File: src/rtl/axi_wresp_tracker.sv
// AXI write-response (B channel) tracker: counts outstanding writes, consumes B beats,
// and returns a one-cycle data_ok per completed write. Optional watchdog under WRESP_TIMEOUT_EN.
module axi_wresp_tracker #(
  parameter int unsigned MAX_OUT     = 4,
  parameter int unsigned CNT_W       = 3,
  parameter logic [3:0]  EXP_BID     = 4'd1
`ifdef WRESP_TIMEOUT_EN
  , parameter int unsigned TIMEOUT_CYC = 1023
`endif
) (
  input  logic             clk,
  input  logic             resetn,
  input  logic             wr_issue,
  output logic             wr_full,
  output logic             wr_idle,
  output logic [CNT_W-1:0] outstanding,
  input  logic [3:0]       bid,
  input  logic [1:0]       bresp,
  input  logic             bvalid,
  output logic             bready,
  output logic             data_ok,
  output logic             resp_err,
  output logic             ovf_err,
  output logic             timeout
);

  typedef enum logic {ST_IDLE = 1'b0, ST_WAIT = 1'b1} state_t;

  state_t           state, state_nxt;
  logic [CNT_W-1:0] cnt, cnt_nxt;
  logic             fire;
  logic             full;
  logic             issue_acc;
  logic             b_err;

  assign fire      = bvalid && bready;
  assign full      = (cnt == CNT_W'(MAX_OUT));
  // An issue at full is only absorbed when a completion frees a slot on the same edge.
  assign issue_acc = wr_issue && (!full || fire);
  assign b_err     = bresp[1] || (bid != EXP_BID);

  assign outstanding = cnt;
  assign wr_full     = full;
  assign wr_idle     = (cnt == '0);

  // Next count and next state.
  always_comb begin
    cnt_nxt   = cnt;
    state_nxt = state;
    case ({issue_acc, fire})
      2'b10:   cnt_nxt = cnt + CNT_W'(1);
      2'b01:   cnt_nxt = cnt - CNT_W'(1);
      default: cnt_nxt = cnt;
    endcase
    case (state)
      ST_IDLE: if (issue_acc) state_nxt = ST_WAIT;
      ST_WAIT: if (fire && !issue_acc && (cnt == CNT_W'(1))) state_nxt = ST_IDLE;
      default: state_nxt = ST_IDLE;
    endcase
  end

  always_ff @(posedge clk or negedge resetn) begin
    if (!resetn) begin
      state    <= ST_IDLE;
      cnt      <= '0;
      bready   <= 1'b0;
      data_ok  <= 1'b0;
      resp_err <= 1'b0;
      ovf_err  <= 1'b0;
    end else begin
      state    <= state_nxt;
      cnt      <= cnt_nxt;
      bready   <= (state_nxt == ST_WAIT);
      data_ok  <= fire;
      resp_err <= fire && b_err;
      if (wr_issue && full && !fire) ovf_err <= 1'b1;
    end
  end

`ifdef WRESP_TIMEOUT_EN
  localparam logic [15:0] TO_LIM = 16'(TIMEOUT_CYC);

  logic [15:0] wdog, wdog_nxt;

  // Watchdog counts WAIT cycles without a completion and saturates at the limit.
  always_comb begin
    wdog_nxt = wdog;
    if ((state == ST_IDLE) || fire) wdog_nxt = '0;
    else if (wdog != TO_LIM)        wdog_nxt = wdog + 16'd1;
  end

  always_ff @(posedge clk or negedge resetn) begin
    if (!resetn) begin
      wdog    <= '0;
      timeout <= 1'b0;
    end else begin
      wdog <= wdog_nxt;
      if (wdog_nxt == TO_LIM) timeout <= 1'b1;
    end
  end
`else
  assign timeout = 1'b0;
`endif

endmodule

File: config.mk
export PLATFORM = sky130hd
export DESIGN_NAME = axi_wresp_tracker
export DESIGN_NICKNAME = d
export VERILOG_FILES = /design/src/rtl/axi_wresp_tracker.sv
export SDC_FILE = /design/constraint.sdc
export NUM_CORES = 1
export LEC_CHECK = 0
export CORE_MARGIN = 3
export CORE_UTILIZATION = 30
export DETAILED_ROUTE_END_ITERATION = 12
export PLACE_DENSITY = 0.67
export SETUP_SLACK_MARGIN = 0.05
export SYNTH_ARGS = -nofsm -noshare
export SYNTH_HDL_FRONTEND = slang
export SYNTH_SLANG_ARGS = --single-unit
File: constraint.sdc
create_clock -name clk -period 3 [get_ports clk]
set_input_delay 0.6 -clock clk [delete_from_list [all_inputs] [get_ports clk]]
set_output_delay 0.6 -clock clk [all_outputs]
set_load 0.05 [all_outputs]
== Word level (Yosys, flattened, before mapping) ==
Index checks and enable logic that the tools add are counted.

* Add/subtract/negate cells: 2
* Eq/ne operators: 5
* Mux-type cells: 4
* Bitwise operators: 1
* Reductions and logical operators: 14

{| class="wikitable"
|+ Operators by type and width
! kind !! number
|-
| $logic_and 1x1->1 || 7
|-
| $pmux 3 s2 || 1
|-
| $ne 4x1->1 const B || 1
|-
| $add 3x1->3 const B || 1
|-
| $eq 3x1->1 const B || 1
|-
| $eq 3x3->1 const B || 1
|-
| $logic_not 1->1 || 3
|-
| $logic_not 3->1 || 1
|-
| $sub 3x1->3 const B || 1
|-
| $eq 2x1->1 const B || 1
|-
| $eq 2x2->1 const B || 1
|-
| $logic_or 1x1->1 || 2
|-
| $mux 1 || 2
|-
| $pmux 1 s2 || 1
|-
| $reduce_bool 2->1 || 1
|-
| $not 1->1 || 1
|}

* Bits in registers: 7
* Output and inout port bits: 10

== Depth between registers and ports, before layout ==
* Depth after elaboration: 9
* Depth in mapped cells: 5

== Worst setup path before layout ==
Ideal clock, no wire load.

* Path type: register to output
* Start: reg cnt[0] (netlist: outstanding[0])
* End: out wr_idle
* Data arrival time: 1.700 ns
* Path slack: 0.700 ns
* Stages on the path, launching flop included: 4
* Path buffers: 0
* Cell sequence: dfrtp_1 -> inv_1 -> ha_1 -> nor2b_1

* Longest elaborated chain between the ends: 1

{| class="wikitable"
|+ Ends and longest elaborated chain
! element !! line !! source
|-
| start, declared || 30 || <nowiki>logic [CNT_W-1:0] cnt, cnt_nxt;</nowiki>
|-
| start signal, assigned || 72 || <nowiki>cnt <= cnt_nxt;</nowiki>
|-
| $logic_not 3->1 || 44 || <nowiki>assign wr_idle = (cnt == '0);</nowiki>
|-
| end, declared || 15 || <nowiki>output logic wr_idle,</nowiki>
|}

No other way between the ends.

== Worst setup path after layout ==
* Start: reg cnt[0] (netlist: outstanding[0])
* End: out wr_full

* Longest elaborated chain between the ends: 1

{| class="wikitable"
|+ Ends and longest elaborated chain
! element !! line !! source
|-
| $eq 3x3->1 || 37 || <nowiki>assign full = (cnt == CNT_W'(MAX_OUT));</nowiki>
|-
| end, declared || 14 || <nowiki>output logic wr_full,</nowiki>
|}

No other way between the ends.

==> qor.txt <==
status: complete, no violations
clk slew on worst S/H paths: 50 ps
Post-CTS Setup Bufs: 0
input/output buffers: 17
antenna violations before repair: 0
Avg Inst Size Synth: 10.6 um^2
CP max-delay cell: clkdlybuf4s50_1
internal reg-to-reg setup slack: 1640 ps
Netlist cell types: 25
# fillers: 115
CP startpoint kind: flop
Core Rows: 12
hold wc startpoint: ovf_err$_DFFE_PN0P_
CTS H-tree lvls: 1
cells on worst reg2reg path: 5
Synthesis Warnings: 0
Net Count, Synth: 54
Nets: 74
I/O Pins: 20
Post-route DRC: 0
core area: 1220 um^2
worst hold endpoint: ovf_err$_DFFE_PN0P_
cell taking the most area after synthesis: dfrtp_1
final setup skew: 0.882 ps
Clock Path Buffers: 2
routed length per instance: 12.2 um
Sink Count: 7
Req. time, crit path: 2400 ps
endpoints failing hold: 0
Final Cycle Share: 86.5%
Initial Utilization: 35.0%
die area: 1910 um^2
CP Launch Point: outstanding[0]$_DFFE_PN0P_
top cell type's share of synthesized area: 41.2%
Post-CTS Resized: 0
commonest non-fill, non-tap cell in the layout: clkdlybuf4s50_1
via/cell ratio: 4.75
arrival time worst endpoint: 1990 ps
post-route total power: 0.000660 W
RR Endpoint: outstanding[1]$_DFFE_PN0P_
Final GP Congestion: 0.757
worst-path fanout max: 5
beginning of the worst register-to-register path: outstanding[0]$_DFFE_PN0P_
Placed Instances: 69
Antenna Diode Count: 0
TNS Setup: 0 ps
Antenna Nets Post-Route: 0
DRT Wirelength: 893 um
CTS hold repair buffers: 0
number of buffers inserted during clock tree synthesis: 3
min Tclk post-route: 2590 ps
Max-slew headroom: 66.6%
Hold WC Path Type: reg2reg
final setup violating endpoints: 0
number of synthesized register bits: 7
Die X-Extent: 43.7 um
Finished Layout Cells: 73
P&R area growth vs syn: 45.9%
sequential area share after synthesis: 41.2%
CTS tree: yes
Cells after Synth: 40
worst slew pin tran: 500 ps
drt first pass iters: 2
fmax: 385 MHz
Final Max Slew Viols: 0
die height: 43.7 um
Buffers & Inverters on Critical Path: 2
worst hold path depth: 1
largest cells by area after synthesis: dfrtp_1, ha_1, mux2i_1, inv_1, and4b_2
Lkg Pwr: 0.291 nW
PwrDens: 1060 nW/um^2
proportion of layout cells with a drive suffix above 1: 8.47%
Top delay family on crit path: buffers and inverters
worst skew pair latency: 250 ps
CP Class: reg2out
VDD IR-drop max: 0.503 mV
number of global-route vias before repair: 358
Setup crit end kind: primary output
dpl hpwl: 692 um
most frequent cells in the layout: clkdlybuf4s50_1, dfrtp_1, inv_1, ha_1
Cell Area, Synth: 425 um^2
Root Driver: clkbuf_4
gr usage total: 11.2%
Max Cap Viol: 0
max incr delay on CP: 800 ps
RSZ-0062 raised after global routing: no
first-pass GRT wire length: 1550 um
grt ovf: 0
vias: 347
largest net degree at the start of global routing: 9
Starting DRT DRC Count: 3
Finished Core Util: 51.0%
CP Cell Sequence: inv_1 -> ha_1 -> and2_1 -> clkdlybuf4s50_1
where the power goes:
| part | total, W | internal (W) | leakage [nW] | switching (W) |
|---|---|---|---|---|
| registers | 0.000170 | 0.000130 | 0.0789 | 0.0000400 |
| logic | 0.000404 | 0.000150 | 0.197 | 0.000254 |
| clock network | 0.0000864 | 0.0000508 | 0.0150 | 0.0000356 |
cells by family after synthesis:
kind of cell / after synthesis / share of synthesized area, %
AOI/OAI and AO/OA: 8 / 13.5
xor gates and xnor gates: 1 / 2.06
adders and majority gates: 4 / 11.8
buffers and inverters: 6 / 7.94
DFF: 7 / 41.2
muxes: 3 / 7.06
other: 1 / 0.882
and+or+nand+nor: 10 / 15.6
registers in the layout, indices dropped and copies added, names as in the netlist:
| signal | cells |
|---|---|
| ovf_err | 1 |
| state | 1 |
| outstanding | 3 |
| resp_err | 1 |
| data_ok | 1 |
Yosys cell counts:
| master | number |
|---|---|
| inv_1 | 4 |
| o21ai_0 | 1 |
| mux2i_1 | 3 |
| a21oi_1 | 1 |
| nand2_2 | 1 |
| nor2_1 | 2 |
| and4b_1 | 1 |
| a22oi_1 | 1 |
| nand3_1 | 1 |
| o22ai_1 | 1 |
| nand2b_1 | 1 |
| and4b_2 | 1 |
| buf_4 | 1 |
| a31o_1 | 1 |
| dfrtp_1 | 7 |
| xnor2_1 | 1 |
| a31oi_1 | 1 |
| a32oi_1 | 1 |
| conb_1 | 1 |
| and2_1 | 1 |
| nor2b_1 | 1 |
| a21bo_1 | 1 |
| buf_6 | 1 |
| nor3b_1 | 1 |
| ha_1 | 4 |
area by class of cell:
class / instances / area [um^2] / share of cell area (%)
multi-input cells: 27 / 216 / 34.9
flip-flops and latches: 7 / 175 / 28.2
repair buffers: 17 / 170 / 27.4
clock buffers: 4 / 26.3 / 4.23
well taps: 14 / 17.5 / 2.82
inverters: 4 / 15.0 / 2.42
worst max-delay path by stage:
stage | end | slack (ps) | depth (start not counted)
3_3_place_gp | wr_full | 670 | 4
6_report | wr_full | 410 | 4
5_1_grt | wr_full | 290 | 4
3_5_place_dp | wr_full | 680 | 4
2_1_floorplan | wr_idle | 700 | 3
4_1_cts | wr_full | 400 | 4
layer usage:
layer,global-route usage (%),vias to the layer above,share of wire (%)
li1,-,174,-
met1,13.4,161,43
met2,16.6,12,49
met3,7.88,0,7.5
met4,1.81,0,0
met5,0,-,0
per-stage QoR:
step	hold WS [ps]	setup slack, ps	cell area (um^2)
2_1_floorplan	304	700	425
5_1_grt	519	292	621
3_3_place_gp	452	671	594
3_5_place_dp	465	681	594
4_1_cts	477	396	621
6_report	478	406	621
Note: power is estimated with default switching activity, not from simulation.
